### config.mk
export PLATFORM = sky130hd
export DESIGN_NAME = bus_arbiter_flat
export DESIGN_NICKNAME = d
export VERILOG_FILES = /design/src/rtl/bus_arbiter_if.sv /design/src/rtl/bus_arbiter.sv /design/src/flat_wrapper.sv
export SDC_FILE = /design/constraint.sdc
export NUM_CORES = 1
export LEC_CHECK = 0
export CAP_MARGIN = 20
export CORE_MARGIN = 5
export CORE_UTILIZATION = 25
export DETAILED_ROUTE_END_ITERATION = 7
export PLACE_DENSITY = 0.7
export RECOVER_POWER = 50
export SLEW_MARGIN = 20
export SYNTH_ARGS = -nofsm -noshare
export SYNTH_HDL_FRONTEND = slang
export SYNTH_SLANG_ARGS = --single-unit
### constraint.sdc
create_clock -name clk -period 1.9 [get_ports clk]
set_input_delay 0.475 -clock clk [delete_from_list [all_inputs] [get_ports clk]]
set_output_delay 0.475 -clock clk [all_outputs]
set_load 0.01 [all_outputs]
### src/rtl/bus_arbiter_if.sv
// ----------------------------------------------------------------------------
// bus_arbiter_if
//   Bundles the two master request/response channels and the shared Bridge
//   slave bus seen by bus_arbiter.
//   Parameters: ADDR_W (address width), DATA_W (data width).
//   Per master x in {0,1}:
//     mx_req, mx_lock, mx_addr, mx_we, mx_wdata  : requester -> arbiter
//     mx_gnt, mx_rvalid, mx_rdata                : arbiter -> requester
//   Bridge side:
//     s_addr, s_we, s_wdata                      : arbiter -> Bridge
//     s_rdata                                    : Bridge -> arbiter (comb.)
//   Modports:
//     slave  : the arbiter's view (serves the masters, drives the Bridge)
//     master : the requesters'/Bridge model's view (the opposite directions)
// ----------------------------------------------------------------------------
interface bus_arbiter_if #(
  parameter int ADDR_W = 32,
  parameter int DATA_W = 32
);
  logic              m0_req;
  logic              m0_lock;
  logic [ADDR_W-1:0] m0_addr;
  logic              m0_we;
  logic [DATA_W-1:0] m0_wdata;
  logic              m0_gnt;
  logic              m0_rvalid;
  logic [DATA_W-1:0] m0_rdata;

  logic              m1_req;
  logic              m1_lock;
  logic [ADDR_W-1:0] m1_addr;
  logic              m1_we;
  logic [DATA_W-1:0] m1_wdata;
  logic              m1_gnt;
  logic              m1_rvalid;
  logic [DATA_W-1:0] m1_rdata;

  logic [ADDR_W-1:0] s_addr;
  logic              s_we;
  logic [DATA_W-1:0] s_wdata;
  logic [DATA_W-1:0] s_rdata;

  modport slave (
    input  m0_req, m0_lock, m0_addr, m0_we, m0_wdata,
    output m0_gnt, m0_rvalid, m0_rdata,
    input  m1_req, m1_lock, m1_addr, m1_we, m1_wdata,
    output m1_gnt, m1_rvalid, m1_rdata,
    output s_addr, s_we, s_wdata,
    input  s_rdata
  );

  modport master (
    output m0_req, m0_lock, m0_addr, m0_we, m0_wdata,
    input  m0_gnt, m0_rvalid, m0_rdata,
    output m1_req, m1_lock, m1_addr, m1_we, m1_wdata,
    input  m1_gnt, m1_rvalid, m1_rdata,
    input  s_addr, s_we, s_wdata,
    output s_rdata
  );
endinterface

### src/rtl/bus_arbiter.sv
// ----------------------------------------------------------------------------
// bus_arbiter
//   Two-master round-robin arbiter in front of the Bridge slave bus. Master 0
//   is the CPU data port, master 1 a secondary requester (DMA/debug loader).
//   One single-beat transaction is issued per grant; read data is registered
//   and returned to the winning master one cycle after its grant.
//
//   Parameters:
//     ADDR_W   : address width
//     DATA_W   : data width
//     LOCK_MAX : max consecutive locked grants per owner (ARB_LOCK_EN only)
//   Ports:
//     clk      : single clock, rising edge
//     rst_n    : asynchronous active-low reset
//     bus      : bus_arbiter_if.slave (master channels + Bridge bus)
//
//   Build option: define ARB_LOCK_EN to honour m0_lock/m1_lock. When it is
//   undefined the lock inputs are ignored and arbitration is pure
//   round-robin with no lock counter.
// ----------------------------------------------------------------------------
module bus_arbiter #(
  parameter int ADDR_W   = 32,
  parameter int DATA_W   = 32,
  parameter int LOCK_MAX = 8
) (
  input  logic          clk,
  input  logic          rst_n,
  bus_arbiter_if.slave  bus
);

  typedef enum logic [1:0] {
    IDLE = 2'd0,
    OWN0 = 2'd1,
    OWN1 = 2'd2
  } state_t;

  typedef enum logic {
    PRIO_M0 = 1'b0,
    PRIO_M1 = 1'b1
  } prio_t;

  if (LOCK_MAX < 1) begin : g_bad_lock_max
    $error("bus_arbiter: LOCK_MAX must be at least 1");
  end

  state_t            r_state;
  state_t            w_state_nxt;
  prio_t             r_prio;
  prio_t             w_prio_eff;

  logic              w_gnt0;
  logic              w_gnt1;
  logic [ADDR_W-1:0] w_s_addr;
  logic [DATA_W-1:0] w_s_wdata;
  logic              w_s_we;

  logic              r_m0_rvalid;
  logic [DATA_W-1:0] r_m0_rdata;
  logic              r_m1_rvalid;
  logic [DATA_W-1:0] r_m1_rdata;

`ifdef ARB_LOCK_EN
  localparam int unsigned CNT_W = $clog2(LOCK_MAX + 1);
  localparam logic [CNT_W-1:0] CNT_KEEP = CNT_W'(LOCK_MAX - 1);
  localparam logic [CNT_W-1:0] CNT_SAT  = CNT_W'(LOCK_MAX);

  logic [CNT_W-1:0] r_lock_cnt;
  logic             w_keep0;
  logic             w_keep1;

  // Ownership is retained only while this grant is not yet the LOCK_MAX-th
  // consecutive locked one; after that normal round-robin takes over.
  assign w_keep0 = w_gnt0 & bus.m0_lock & (r_lock_cnt < CNT_KEEP);
  assign w_keep1 = w_gnt1 & bus.m1_lock & (r_lock_cnt < CNT_KEEP);
`endif

  // --------------------------------------------------------------------------
  // Next-state / output logic
  // --------------------------------------------------------------------------
  always_comb begin
    w_gnt0      = bus.m0_req & (r_state == OWN0);
    w_gnt1      = bus.m1_req & (r_state == OWN1);

    // A grant this cycle hands priority to the other master immediately, so
    // the arbitration running in the same cycle already sees the new order.
    w_prio_eff  = r_prio;
    if (w_gnt0) begin
      w_prio_eff = PRIO_M1;
    end else if (w_gnt1) begin
      w_prio_eff = PRIO_M0;
    end

    w_state_nxt = IDLE;
    if (bus.m0_req && bus.m1_req) begin
      w_state_nxt = (w_prio_eff == PRIO_M0) ? OWN0 : OWN1;
    end else if (bus.m0_req) begin
      w_state_nxt = OWN0;
    end else if (bus.m1_req) begin
      w_state_nxt = OWN1;
    end

`ifdef ARB_LOCK_EN
    if (w_keep0) begin
      w_state_nxt = OWN0;
    end else if (w_keep1) begin
      w_state_nxt = OWN1;
    end
`endif

    w_s_addr  = '0;
    w_s_wdata = '0;
    case (r_state)
      OWN0: begin
        w_s_addr  = bus.m0_addr;
        w_s_wdata = bus.m0_wdata;
      end
      OWN1: begin
        w_s_addr  = bus.m1_addr;
        w_s_wdata = bus.m1_wdata;
      end
      default: begin
        w_s_addr  = '0;
        w_s_wdata = '0;
      end
    endcase

    // Gated by the grant, so an async reset (state -> IDLE) drops s_we at once.
    w_s_we = (bus.m0_we & w_gnt0) | (bus.m1_we & w_gnt1);
  end

  // --------------------------------------------------------------------------
  // State register
  // --------------------------------------------------------------------------
  always_ff @(posedge clk or negedge rst_n) begin
    if (!rst_n) begin
      r_state <= IDLE;
      r_prio  <= PRIO_M0;
    end else begin
      r_state <= w_state_nxt;
      r_prio  <= w_prio_eff;
    end
  end

  // --------------------------------------------------------------------------
  // Read-data capture: each master's rdata only updates on its own grant.
  // --------------------------------------------------------------------------
  always_ff @(posedge clk or negedge rst_n) begin
    if (!rst_n) begin
      r_m0_rvalid <= 1'b0;
      r_m0_rdata  <= '0;
      r_m1_rvalid <= 1'b0;
      r_m1_rdata  <= '0;
    end else begin
      r_m0_rvalid <= w_gnt0;
      r_m1_rvalid <= w_gnt1;
      if (w_gnt0) begin
        r_m0_rdata <= bus.s_rdata;
      end
      if (w_gnt1) begin
        r_m1_rdata <= bus.s_rdata;
      end
    end
  end

`ifdef ARB_LOCK_EN
  // --------------------------------------------------------------------------
  // Consecutive locked-grant counter. Clears when ownership moves (including
  // to IDLE) or on an unlocked grant; saturates at LOCK_MAX.
  // --------------------------------------------------------------------------
  always_ff @(posedge clk or negedge rst_n) begin
    if (!rst_n) begin
      r_lock_cnt <= '0;
    end else if (w_state_nxt != r_state) begin
      r_lock_cnt <= '0;
    end else if ((w_gnt0 && bus.m0_lock) || (w_gnt1 && bus.m1_lock)) begin
      if (r_lock_cnt < CNT_SAT) begin
        r_lock_cnt <= r_lock_cnt + 1'b1;
      end
    end else if (w_gnt0 || w_gnt1) begin
      r_lock_cnt <= '0;
    end
  end
`endif

  assign bus.m0_gnt    = w_gnt0;
  assign bus.m1_gnt    = w_gnt1;
  assign bus.m0_rvalid = r_m0_rvalid;
  assign bus.m0_rdata  = r_m0_rdata;
  assign bus.m1_rvalid = r_m1_rvalid;
  assign bus.m1_rdata  = r_m1_rdata;
  assign bus.s_addr    = w_s_addr;
  assign bus.s_we      = w_s_we;
  assign bus.s_wdata   = w_s_wdata;

endmodule

### src/flat_wrapper.sv
// flat-port wrapper written by rule: the top's interface ports become plain ports
module bus_arbiter_flat 
#(
  parameter int ADDR_W   = 32,
  parameter int DATA_W   = 32,
  parameter int LOCK_MAX = 8
)
  (clk, rst_n, bus_m0_req, bus_m0_lock, bus_m0_addr, bus_m0_we, bus_m0_wdata, bus_m0_gnt, bus_m0_rvalid, bus_m0_rdata, bus_m1_req, bus_m1_lock, bus_m1_addr, bus_m1_we, bus_m1_wdata, bus_m1_gnt, bus_m1_rvalid, bus_m1_rdata, bus_s_addr, bus_s_we, bus_s_wdata, bus_s_rdata);
  bus_arbiter_if #(.ADDR_W(ADDR_W), .DATA_W(DATA_W)) bus_i ();
  input  logic clk;
  input  logic rst_n;
  input wire logic [$bits(bus_i.m0_req)-1:0] bus_m0_req;
  input wire logic [$bits(bus_i.m0_lock)-1:0] bus_m0_lock;
  input wire logic [$bits(bus_i.m0_addr)-1:0] bus_m0_addr;
  input wire logic [$bits(bus_i.m0_we)-1:0] bus_m0_we;
  input wire logic [$bits(bus_i.m0_wdata)-1:0] bus_m0_wdata;
  output wire logic [$bits(bus_i.m0_gnt)-1:0] bus_m0_gnt;
  output wire logic [$bits(bus_i.m0_rvalid)-1:0] bus_m0_rvalid;
  output wire logic [$bits(bus_i.m0_rdata)-1:0] bus_m0_rdata;
  input wire logic [$bits(bus_i.m1_req)-1:0] bus_m1_req;
  input wire logic [$bits(bus_i.m1_lock)-1:0] bus_m1_lock;
  input wire logic [$bits(bus_i.m1_addr)-1:0] bus_m1_addr;
  input wire logic [$bits(bus_i.m1_we)-1:0] bus_m1_we;
  input wire logic [$bits(bus_i.m1_wdata)-1:0] bus_m1_wdata;
  output wire logic [$bits(bus_i.m1_gnt)-1:0] bus_m1_gnt;
  output wire logic [$bits(bus_i.m1_rvalid)-1:0] bus_m1_rvalid;
  output wire logic [$bits(bus_i.m1_rdata)-1:0] bus_m1_rdata;
  output wire logic [$bits(bus_i.s_addr)-1:0] bus_s_addr;
  output wire logic [$bits(bus_i.s_we)-1:0] bus_s_we;
  output wire logic [$bits(bus_i.s_wdata)-1:0] bus_s_wdata;
  input wire logic [$bits(bus_i.s_rdata)-1:0] bus_s_rdata;
  assign bus_i.m0_req = bus_m0_req;
  assign bus_i.m0_lock = bus_m0_lock;
  assign bus_i.m0_addr = bus_m0_addr;
  assign bus_i.m0_we = bus_m0_we;
  assign bus_i.m0_wdata = bus_m0_wdata;
  assign bus_m0_gnt = bus_i.m0_gnt;
  assign bus_m0_rvalid = bus_i.m0_rvalid;
  assign bus_m0_rdata = bus_i.m0_rdata;
  assign bus_i.m1_req = bus_m1_req;
  assign bus_i.m1_lock = bus_m1_lock;
  assign bus_i.m1_addr = bus_m1_addr;
  assign bus_i.m1_we = bus_m1_we;
  assign bus_i.m1_wdata = bus_m1_wdata;
  assign bus_m1_gnt = bus_i.m1_gnt;
  assign bus_m1_rvalid = bus_i.m1_rvalid;
  assign bus_m1_rdata = bus_i.m1_rdata;
  assign bus_s_addr = bus_i.s_addr;
  assign bus_s_we = bus_i.s_we;
  assign bus_s_wdata = bus_i.s_wdata;
  assign bus_i.s_rdata = bus_s_rdata;
  bus_arbiter #(.ADDR_W(ADDR_W), .DATA_W(DATA_W), .LOCK_MAX(LOCK_MAX)) u_core (.clk(clk), .rst_n(rst_n), .bus(bus_i));
endmodule
Word level (Yosys, flattened, before mapping)
Cells that the tools add are included.

cells by class
  eq/ne operators = 2
  muxes and demuxes = 8
  bitwise logic cells = 5
  reduce and logical (&&, ||, !) cells = 1

operator list
  cell                  count
  $pmux W32 S2          2
  $mux W2               4
  $and A1 B1 Y1         4
  $eq A2 B1 Y1 const B  1
  $eq A2 B2 Y1 const B  1
  $mux W1               2
  $logic_and A1 B1 Y1   1
  $or A1 B1 Y1          1

storage, ports and cells
  flip-flop bits (word level) = 69
  bits of input ports = 168
  output and inout port bits = 133
  word-level logic and storage cells = 22

Logic depth before layout (Yosys ltp)
Gate-level depths: netlist of run 1.

  depth after elaboration = 6
  mapped depth = 6
  depth with buffers taken out = 5

Worst setup path after synthesis of run 1
No wires, ideal clock.

  path type = reg-to-output
  start point = register u_core.r_state[0]
  end point = output bus_s_wdata[16]
  arrival = 1.224 ns
  path slack = 0.201 ns
  cell stages (with the launch flop) = 7
  path buffers = 2
  path through = dfrtp_1 -> inv_1 -> ha_1 -> buf_4 -> buf_2 -> a22oi_1 -> nor2_1

on the way
  cells in the longest elaborated chain, start to end = 2
  elaborated cells on any way between the ends = 3
  classes of those cells = eq/ne: 2; mux: 1

ends and longest elaborated chain
  what                                                 RTL line            text
  start, declared                                      bus_arbiter.sv:46   state_t r_state;
  start signal, assigned                               bus_arbiter.sv:139  r_state <= w_state_nxt;
  $eq A2 B2 Y1 / $eq A2 B1 Y1 (equally long branches)  bus_arbiter.sv:112  case (r_state)
  $pmux W32 S2 *                                       bus_arbiter.sv:112
  end, declared                                        flat_wrapper.sv:30  output wire logic [$bits(bus_i.s_wdata)-1:0] bus_s_wdata;

Mark *: on every way between the ends. The rest lies on a longest branch, timed or not.

Worst setup path after layout of run 1
  start point = register u_core.r_state[0]
  end point = output bus_s_addr[21]

on the way
  cells in the longest elaborated chain, start to end = 2
  elaborated cells on any way between the ends = 3
  classes of those cells = eq/ne: 2; mux: 1

ends and longest elaborated chain
  what                                                 RTL line            text
  $eq A2 B2 Y1 / $eq A2 B1 Y1 (equally long branches)  bus_arbiter.sv:112
  $pmux W32 S2 *                                       bus_arbiter.sv:112
  end, declared                                        flat_wrapper.sv:28  output wire logic [$bits(bus_i.s_addr)-1:0] bus_s_addr;

Marked as above.

==> results of run 1 <==
==> area by class of cell <==
cell class,count,area [um^2]
fillers,1196,6410
repair buffers,338,3290
multi-input cells,202,1990
flip-flops and latches,69,1730
clock buffers,11,243
well taps,180,225
clock inverters,5,83.8
inverters,5,23.8
==> cell usage after synthesis, drive strengths merged <==
library cell  instances
buf                  19
a22oi                64
o21a                  1
nor2b                 1
nor2                 64
nand2b                1
o22ai                 1
a21o                  1
inv                   5
clkbuf                6
dfrtp                69
nand2                 2
a22o                  1
ha                    2
mux2                 64
==> flip-flops by register name, summed over array words and instances, names as in the netlist <==
signal / flops
u_core.bus.m0_rdata: 32
u_core.r_state: 2
u_core.bus.m1_rvalid: 1
u_core.r_prio: 1
u_core.bus.m1_rdata: 32
u_core.bus.m0_rvalid: 1
==> how the worst max path moves through the flow <==
stage / start / depth (start not counted) / to / slack (ns)
floorplan: u_core.r_state[0] / 6 / bus_s_wdata[16] / 0.20
global placement: bus_m1_req / 5 / bus_s_we / -0.46
detailed placement: bus_m1_req / 5 / bus_s_we / -0.46
CTS: u_core.r_state[0] / 7 / bus_s_wdata[18] / -0.29
global route: u_core.r_state[0] / 7 / bus_s_addr[21] / -0.35
finish: u_core.r_state[0] / 7 / bus_s_addr[21] / -0.29
==> routing by layer <==
layer	GRT usage	wire, um	up-vias
met5	0	0	-
met4	0.0868	588	0
met3	0.0651	1760	34
met2	0.352	9020	211
met1	0.214	6060	1886
li1	-	-	1743
==> worst register-to-register path: stages (launching register included) <==
cell	delay [ns]
dfrtp_1	0.40
inv_2	0.07
ha_4	0.22
buf_12	0.17
nand2_8	0.06
clkinv_4	0.05
buf_6	0.09
clkbuf_2	0.45
mux2_2	0.41
==> kinds of logic after synthesis <==
kind of cell / Yosys count / share of synthesized area
fa+ha+maj: 2 / 0.00697
flops: 69 / 0.481
buf+inv: 30 / 0.0562
compound gates: 68 / 0.142
simple gates: 68 / 0.0767
mux: 64 / 0.236
==> what timing repair did <==
action / CTS / global route
resized for setup: 342 / 15
setup endpoints to repair: 67 / 76
gates cloned: 9 / 1
buffers inserted: 11 / 0
pin swaps: 30 / 29
hold buffers: 0 / 0
==> metrics by stage <==
stage	total power, W	std cells	setup slack, ns
after floorplan	0.00438	301	0.201
after global placement	0.00701	776	-0.455
after detailed placement	0.00709	776	-0.458
after CTS	0.00935	811	-0.286
after global routing	0.00970	810	-0.348
final	0.00921	810	-0.285
==> power by group <==
part	internal [W]	total (W)	switching [W]	leakage, nW
logic	0.00294	0.00492	0.00198	2.28
clock network	0.00119	0.00180	0.000611	0.152
registers	0.00212	0.00249	0.000371	0.814
==> run summary, run 1 <==
The run gives 0 as the residual DRC count. TritonCTS built the clock tree. From bottom edge to top edge, the die measures 130 um. The number of slew-limit violations in the final report is 0, and the via density per instance is 4.78. Counting flops and latches in the post-synthesis netlist gives 69. After routing, the total negative slack on setup checks comes to -14.72 ns. The Yosys step of the flow raised 0 warnings. The critical path in this run is classified as reg2out. Number of routed nets with antenna violations: 0. The clock drives 69 sinks. STA classifies the critical path endpoint as an output pin.

Layout cell share with drive strength beyond 1: 0.398. Dividing the detail-routed wire length by the instance count gives 21.5 um. Once placement finished, the instance area stood at 6860 um^2. The clock slew seen by the registers of the worst setup and hold paths was 0.06 ns; the data arrival time of the critical path was 1.71 ns.

The tools report the endpoint of the worst-slack reg-to-reg timing path as u_core.bus.m1_rdata[0]. Actual transition at the worst max-transition pin: 1.09 ns. The initial antenna violation count is 0, and the final worst setup slack is -0.285 ns. By area the synthesized netlist is led by dfrtp_1 48%, mux2_4 14%, a22oi_1 13%, mux2_2 9.4%, nor2_1 6.7%.

The checks that failed: negative setup slack. The cell chosen for the clock root is clkbuf_16. The region available for standard cell placement spans 14000 um^2. The level count of the clock H-tree was 3; the number of top-level pins was 301. The final hold slack was 0.334 ns; the final count of hold timing violations was 0.

Dividing the synthesized area by the synthesized cell count gives 11.9 um^2. The longest clock path from root to sink contains 2 buffers. On the critical path, the stage with the largest delay is an instance of dfrtp_1. The launch instance of the worst register-to-register path is u_core.r_state[0]. Across the run, the number of max-cap violations was 0.

For this run, the detailed router's first-pass iteration total came to 4. Clock skew on the completed layout was measured at 0.00582 ns. Counting every instance in the synthesized netlist gives 301. The period utilization was 1.15; the half-perimeter wire length after placement was 12.7 mm. The repair_antennas step left the layout with diodes totalling 0. The most common library cell in the layout ignoring fill and taps was clkdlybuf4s50_1.

Along the worst path, the maximum fanout reaches 9. The clock reaches the later pin of the worst-skew pair after 0.32 ns. The worst path in the final design needs a cycle of 2.19 ns, including I/O delays and setup.

At the end of routability-driven placement, the weighted congestion stood at 0.887. The fraction of the yosys area taken by sequential cells was 0.481; the area added between synthesis and finish was 111%. Count of final setup violators: 84. The logs give 0.270 for the worst slew slack as a fraction of its limit and 4323 for the number of global-route vias before repair. Leaving out fill and tap cells, the most frequent cells in the layout are 221 x clkdlybuf4s50_1, 69 x dfrtp_1, 63 x nor2_1. The tools report the leakage power figure as 3.25 nW.

Walking the worst path, the cells encountered are buf_6 -> ha_4 -> buf_8 -> buf_16 -> a22oi_2 -> nor2_1 -> buf_2. At the worst endpoint, the required time is 1.42 ns. The path class of the tightest hold or removal check is in2async. In this run the horizontal extent of the chip is 130 um. The maximum number of pins on one net before global-route repair came out at 50. The overflow left after global routing is 0, and the post-synthesis instance area is 3590 um^2. The final layout contains 795 nets.

For the global-route usage over all layers, the log shows 0.198. Total CTS buffers: 9. Setup repair after global routing could not meet its margin everywhere.

Initial DRC count: 160. The combined buffer and inverter count along the critical path works out to 4. The wire length of the first global-routing pass is 25.5 mm, and the maximum clock rate is 458 MHz. The die covers 16800 um^2.

Count of vias placed by the detailed router: 3874. For this run, the slowest stage of the critical path takes 0.40 ns. The tools report the end-of-flow core utilization as 0.542. The worst setup path is launched from a flip-flop. VDD sags by at most 741 uV.

In this run the power density over the cells is 1210 nW/um^2. For the finished layout cell area, the log shows 7580 um^2. The flow ran to the end, but the final reports show violations.

After floorplanning, the core was divided into 43 placement rows. Yosys mapped the design onto 21 distinct sky130hd cell types. The depth of the most critical reg-to-reg path is 8, and the portion of synthesized cell area occupied by the leading cell type is 0.481. The largest total area in the synthesized netlist belongs to dfrtp_1. In this run the tool buffered the top-level ports with 298 buffer cells.

On the critical path the largest part of the delay comes from buffers and inverters. The initial core utilization is 0.256, and the internal reg-to-reg setup slack is -0.13 ns. Counting every net in the synthesized netlist gives 471. The routed design has 17.4 mm of wire.
Power figures use the tool's default switching activity.
==> inputs of run 2 (changes only) <==
==> constraint.sdc (replaced) <==
create_clock -name clk -period 1.9 [get_ports clk]
set_input_delay 0.475 -clock clk [delete_from_list [all_inputs] [get_ports clk]]
set_output_delay 0.475 -clock clk [all_outputs]
set_load 0.005 [all_outputs]
==> run 2 against run 1 <==
  * The flow still finishes with violations (negative setup slack)
  * Maximum frequency decreased by 2.7%
  * Count of clock-buffer cells in the layout unchanged
  * Global-route usage increased by 1.2 points
  * Sequential share of layout area decreased by 1.3 points
  * Die area unchanged
  * Clock skew increased by 0.0014 ns
  * Hold slack improved by 0.0042 ns
  * Via count increased by 3.7%
  * Register-to-register slack improved by 0.02 ns
  * Setup slack got worse by 0.060 ns
  * Sequential cell count unchanged
  * Largest power group unchanged
==> run summary, run 2 (same netlist as run 1, synthesis figures left out) <==
The flow ran to the end, but the final reports show violations. The checks that failed: negative setup slack. The logs give 82 for the count of final setup violators and -0.406 ns for the minimum setup slack after placement.

The routed layout has 4018 vias. The count of maximum capacitance violations came out at 0. The buffer depth of the longest clock path was 2. After global routing the overflow that remains totals 0. The period utilization was 1.18; the die boundary height was 130 um. The final count of hold timing violations is 0. Power spread over the standard cell area amounts to 1150 nW/um^2.

The via density per instance works out to 4.81. In this run the horizontal extent of the chip is 130 um. Worst slew slack as a fraction of its limit: 0.264.

The library cell used most frequently in the layout, excluding fill and tap cells, is clkdlybuf4s50_1. The library cells used most frequently in the layout, excluding fill and tap cells, are 211 x clkdlybuf4s50_1, 69 x dfrtp_1, 64 x a22oi_2. The clock slew seen by the registers of the worst setup and hold paths was 0.06 ns; the global-route usage over all layers was 0.210. In the routed design, unresolved DRC markers number 0. For the final worst setup slack, the log shows -0.345 ns.

The maximum vdd ir drop is 817 uV, and the initial DRC count is 123. The logs give 4468 for the number of global-route vias before repair and 4 for the number of iterations in the first detailed-routing pass. The layout cell share with drive strength beyond 1 works out to 0.431. The category of the worst setup path launch point is a flip-flop. Along the worst path, the maximum fanout reaches 5.

The first global-routing pass estimated 26.9 mm of wire. The tools report the maximum number of pins on one net before global-route repair as 50. The most common cell type on the critical path was buf_6. After layout, the minimum clock period comes to 2.25 ns.

TritonCTS built the clock tree. In the final timing run, aggregate negative setup slack is -17.46 ns. The H-tree was split into 3 levels. The tools report the number of routed nets with antenna violations as 0. Walking the worst path, the cells encountered are buf_6 -> ha_4 -> buf_12 -> buf_16 -> buf_6 -> a22oi_2 -> nor2_1 -> buf_2.

The number of clock sinks was 69; the total detailed-routing wirelength was 18.5 mm. The number of slew-limit violations in the final report was 0; the maximum clock rate was 445 MHz. Compared with the post-synthesis result, the final layout area differs by 124%. The critical path is of the reg2out type. Data on the critical path is required at its endpoint by 1.42 ns.

The tools report the initial antenna violation count as 1. Buffers inserted to repair hold after CTS numbered 0. The routed wirelength normalized by instance count is 22.1 um. The type of the tightest min-delay check is in2async. At the end of routability-driven placement, the weighted congestion stood at 0.908. STA classifies the critical path endpoint as an output pin.

Clock skew on the completed layout was measured at 0.00722 ns. The count of inserted antenna diode cells was 0; the number of top-level pins was 301. The slowest stage cell on the critical path is dfrtp_1. The worst-skew pair later-pin latency was 0.32 ns; the area enclosed by the die boundary was 16800 um^2. The actual transition at the worst max-transition pin works out to 1.10 ns.

The number of clock buffers added by TritonCTS is 9. The run gives 0.256 as the initial core utilization. Port buffering added 298 buffers. The largest single stage delay on the critical path is 0.39 ns. Hold is met by 0.338 ns. The leakage power figure came out at 3.45 nW. The tools report the end-of-flow core utilization as 0.574. Setup repair after global routing could not meet its margin everywhere. The root buffer cell chosen for the clock tree is clkbuf_16. The core footprint was 14000 um^2. STA puts the critical path data arrival time at 1.77 ns.

Once detailed placement completed, the half-perimeter wirelength came to 12.8 mm. After the last flow step, the layout net total stands at 820. The initialized floorplan defines 43 standard-cell rows.
[run 2: cell count changes in the layout (fill, tap and decap cells not counted), sizes merged]
cell	before	now
buf	97	116
clkbuf	17	26
clkdlybuf4s15	4	2
clkdlybuf4s50	221	211
clkinvlp	2	1
dlygate4sd2	1	0
dlygate4sd3	9	19
inv	4	5
[run 2: repair_timing]
action,4_1_cts,5_1_grt
setup buffers,30,7
endpoints found under the setup margin,67,81
gates resized for setup,361,32
gates cloned,13,3
pin swaps,49,58
[run 2: final cells by class]
class | count | area (um^2)
inverter | 5 | 28.8
multi-input combinational | 202 | 2020
tap | 180 | 225
timing repair buffer | 363 | 3700
clock inverter | 5 | 81.3
sequential | 69 | 1730
fill | 1160 | 5960
clock buffer | 11 | 253
[run 2: worst paths after layout]
path                              startpoint                      end  slack (ns)  cells past startpoint
min reg2reg                    u_core.r_prio            u_core.r_prio        0.47                      1
max in group asynchronous              rst_n   u_core.bus.m1_rdata[5]        0.20                      2
max reg2reg                u_core.r_state[1]  u_core.bus.m1_rdata[31]       -0.11                      7
min                                    rst_n   u_core.bus.m0_rdata[0]        0.34                      1
min in group clk               u_core.r_prio            u_core.r_prio        0.47                      1
max                        u_core.r_state[1]          bus_s_wdata[16]       -0.35                      8
[run 2: where the power goes]
part           switching (W)  internal, W  total (W)
Combinational        0.00176      0.00318    0.00494
Sequential          0.000366      0.00212    0.00249
Clock               0.000613      0.00122    0.00183
Total                0.00274      0.00652    0.00927
[run 2: layer usage]
metal,track usage,vias to the layer above,part of all wire
li1,-,1796,-
met1,0.208,1923,0.33
met2,0.373,237,0.51
met3,0.0892,60,0.10
met4,0.111,2,0.056
met5,0,-,0.00070
[run 2: worst max-delay path: cells and delay by family (launching register included)]
family	cells	cell delay (ns)
AND/OR/NAND/NOR	1	0.08
buffers and inverters	5	0.64
adder cells (fa/ha/maj)	1	0.19
AO/OA/AOI/OAI	1	0.14
flip-flops	1	0.39
[run 2: through the flow]
stage	instances	area, um^2	power, W
4_1_cts	833	8080	0.00948
2_1_floorplan	301	3590	0.00403
6_report	835	8030	0.00927
3_3_place_gp	774	6870	0.00670
3_5_place_dp	774	6870	0.00679
5_1_grt	835	8030	0.00975
==> inputs of run 3 (changes only) <==
--- a/config.mk
+++ b/config.mk
@@ -9,7 +9,7 @@
 export CORE_MARGIN = 5
 export CORE_UTILIZATION = 25
 export DETAILED_ROUTE_END_ITERATION = 7
-export PLACE_DENSITY = 0.7
+export PLACE_DENSITY = 0.63
 export RECOVER_POWER = 50
 export SLEW_MARGIN = 20
 export SYNTH_ARGS = -nofsm -noshare
==> run 3 against run 2 <==
  * The run still ends with negative setup slack left
  * First-iteration DRC count fell by 1.6%
  * Non-clock buffer count fell by 19
  * Register-to-register slack improved by 0.23 ns
  * Largest cell class unchanged
  * Largest power group unchanged
==> run summary, run 3 (same netlist as run 1, synthesis figures left out) <==
The tools report the number of global-route vias before repair as 4326. The largest single stage delay on the critical path is 0.41 ns. The floorplan step defined a die boundary enclosing 16800 um^2. The tools report the cell chosen for the clock root as clkbuf_16.

In this run, the number of DRC markers left after iteration 0 of detailed routing was 121. The quantity of I/O buffers inserted on ports came out at 298. The endpoint of the worst-slack reg-to-reg timing path was u_core.bus.m1_rdata[6].

Biggest fanout along the worst timing path: 8. The final worst setup slack is -0.301 ns. The run gives 66 as the count of final setup violators. The residual DRC count is 0, and the global-route usage over all layers is 0.192. The floorplan has 43 rows.

TritonCTS built the clock tree. The period utilization was 1.16; the count of maximum capacitance violations was 0. In this design, the largest share of critical-path delay is due to buffers and inverters. The power per cell area was 1180 nW/um^2. The total number of cells along the worst setup path works out to 8. STA classifies the critical path endpoint as an output pin. The startpoint identified for the worst register-to-register timing path is u_core.r_state[0].

At the worst endpoint, the required time is 1.42 ns. Overflow left after global routing: 0. VDD sags by at most 862 uV. The run gives 0 as the count of inserted antenna diode cells. For this design, the CTS-stage hold fixing added 0 buffers. In this run the static leakage power is 3.26 nW.

Entering global routing, the biggest net connects 41 pins. The clock drives 69 sinks. The combined buffer and inverter count along the critical path is 5. The run gives 0.256 as the initial core utilization.

The area occupied by multi-input gates is 2020 um^2, and the sequential power share is 0.278. For the half-perimeter wire length after placement, the log shows 12.5 mm. Setup repair after global routing could not meet its margin everywhere. In the routed layout, each cell is associated on average with a via count of 4.76.

The die boundary height came out at 130 um. The category of the worst setup path launch point is a flip-flop. The slowest stage of the critical path is the dfrtp_1 cell. The clock slew seen by the registers of the worst setup and hold paths is 0.05 ns, and the end-of-flow core utilization is 0.545.

Fill cells in the final layout number 1209. The depth of the most critical reg-to-reg path was 8; the total detailed-routing wirelength was 16.8 mm. On the final layout, the worst hold slack is 0.302 ns.

The run gives 14000 um^2 as the core footprint. The switching fraction of total power was 0.291; the final net count was 801. The setup check on the worst reg-to-reg path leaves a slack of 0.12 ns.

For the worst setup path, the data arrival time is 1.73 ns. The maximum clock rate is 454 MHz. Counting stages on the worst path, the most repeated cell is buf_6. The path type of the worst setup path is reg2out. The logs give 0 for the final count of hold timing violations and 0.322 for the worst slew slack as a fraction of its limit. The H-tree generated during clock tree synthesis spans 3 levels.

The routed wirelength normalized by instance count is 20.6 um. Excluding fillers, the count of instances in the completed layout stands at 816. The run gives -0.428 ns as the minimum setup slack after placement. In this run the power spent charging and discharging nets is 0.00262 W. The buffer depth of the longest clock path was 2.

Tracing the worst setup path back leads to its startpoint at u_core.r_state[0]. Compared with the post-synthesis result, the final layout area differs by 113%. Summing over every cut layer, the via total after detailed routing is 3885. The run finished, with violations left.

In this run the remaining antenna-violating nets after routing total 0. The layout cell share with drive strength beyond 1 was 0.404; the storage element area was 1730 um^2. Most common library cell in the layout ignoring fill and taps: clkdlybuf4s50_1. Including well taps, the total number of placed cells is 775. The internal portion of the total power is 0.00638 W. Termination of the worst setup path: bus_s_addr[1]. The number of iterations in the first detailed-routing pass is 4. Clock skew on the completed layout was measured at 0.00381 ns. Traced cell by cell, the critical path runs through inv_2 -> ha_4 -> buf_6 -> buf_12 -> buf_6 -> a22oi_2 -> nor2_1 -> buf_2. The checks that failed: negative setup slack. The number of slew-limit violations in the final report came out at 0. The path class of the tightest hold or removal check is in2async.

The clock network fraction of total power is 0.212, and the routability congestion estimate is 0.910. The first global-routing pass estimated 24.8 mm of wire. Leaving out fill and tap cells, the most frequent cells in the layout are 230 x clkdlybuf4s50_1, 69 x dfrtp_1, 64 x nor2_1.

For the pin with the worst max-slew slack, the measured transition is 1.02 ns. The run gives 0 as the initial antenna violation count. Clock tree synthesis inserted a total of 9 buffers.

The relative contribution of combinational cells to total power is 0.510. The clock period minus worst slack came out at 2.20 ns. 301 I/O pins were placed.

The worst-skew pair later-pin latency was 0.32 ns; the die outline width was 130 um. Summed over all failing endpoints, the final setup total negative slack is -13.32 ns.
-- run 3: changes by cell type in the layout (fill, tap and decap cells not counted), sizes merged, moves of 3 or more --
cell           previous run  this run
dlygate4sd3              19         0
buf                     116        98
clkbuf                   26        23
clkdlybuf4s15             2         5
clkdlybuf4s50           211       230
-- run 3: power groups by stage --
| stage | clock network, W | logic, W | registers (W) |
|---|---|---|---|
| 2_1_floorplan | 0 | 0.00152 | 0.00251 |
| 3_3_place_gp | 0 | 0.00421 | 0.00247 |
| 3_5_place_dp | 0 | 0.00425 | 0.00249 |
| 4_1_cts | 0.00196 | 0.00463 | 0.00251 |
| 5_1_grt | 0.00202 | 0.00488 | 0.00259 |
| 6_report | 0.00191 | 0.00459 | 0.00250 |
-- run 3: final cells by class --
| cell class | count | share of cell area |
|---|---|---|
| clock inverters | 4 | 0.0125 |
| repair buffers | 344 | 0.431 |
| well taps | 180 | 0.0295 |
| flip-flops and latches | 69 | 0.226 |
| multi-input cells | 202 | 0.264 |
| clock buffers | 12 | 0.0323 |
| inverters | 5 | 0.00377 |
-- run 3: how the worst min path moves through the flow --
| stage | start | endpoint | slack (ns) | depth (start not counted) |
|---|---|---|---|---|
| floorplan | rst_n | u_core.bus.m0_rdata[0] | 0.18 | 0 |
| global placement | rst_n | u_core.bus.m1_rdata[0] | 0.44 | 1 |
| detailed placement | rst_n | u_core.bus.m1_rdata[0] | 0.45 | 1 |
| CTS | rst_n | u_core.bus.m1_rdata[4] | 0.1 | 1 |
| global route | rst_n | u_core.bus.m1_rdata[1] | 0.39 | 1 |
| finish | rst_n | u_core.bus.m1_rdata[0] | 0.30 | 1 |
-- run 3: routing by layer --
| metal | GRT usage | wire length [um] | share of wire | up-vias |
|---|---|---|---|---|
| li1 | - | - | - | 1753 |
| met1 | 0.213 | 6260 | 0.37 | 1916 |
| met2 | 0.342 | 8480 | 0.50 | 194 |
| met3 | 0.0692 | 1690 | 0.10 | 22 |
| met4 | 0.0581 | 405 | 0.024 | 0 |
| met5 | 0 | 0 | 0 | - |
-- run 3: what timing repair did --
| item | CTS | global route |
|---|---|---|
| gates resized for setup | 327 | 29 |
| pin swaps | 25 | 23 |
| setup endpoints to repair | 67 | 83 |
| gates cloned | 6 | 0 |
| buffers inserted | 16 | 7 |
-- run 3: through the flow --
step / power [W] / instance area (um^2)
floorplan: 0.00403 / 3590
global placement: 0.00668 / 6860
detailed placement: 0.00675 / 6860
CTS: 0.00910 / 7660
global route: 0.00949 / 7630
finish: 0.00901 / 7630
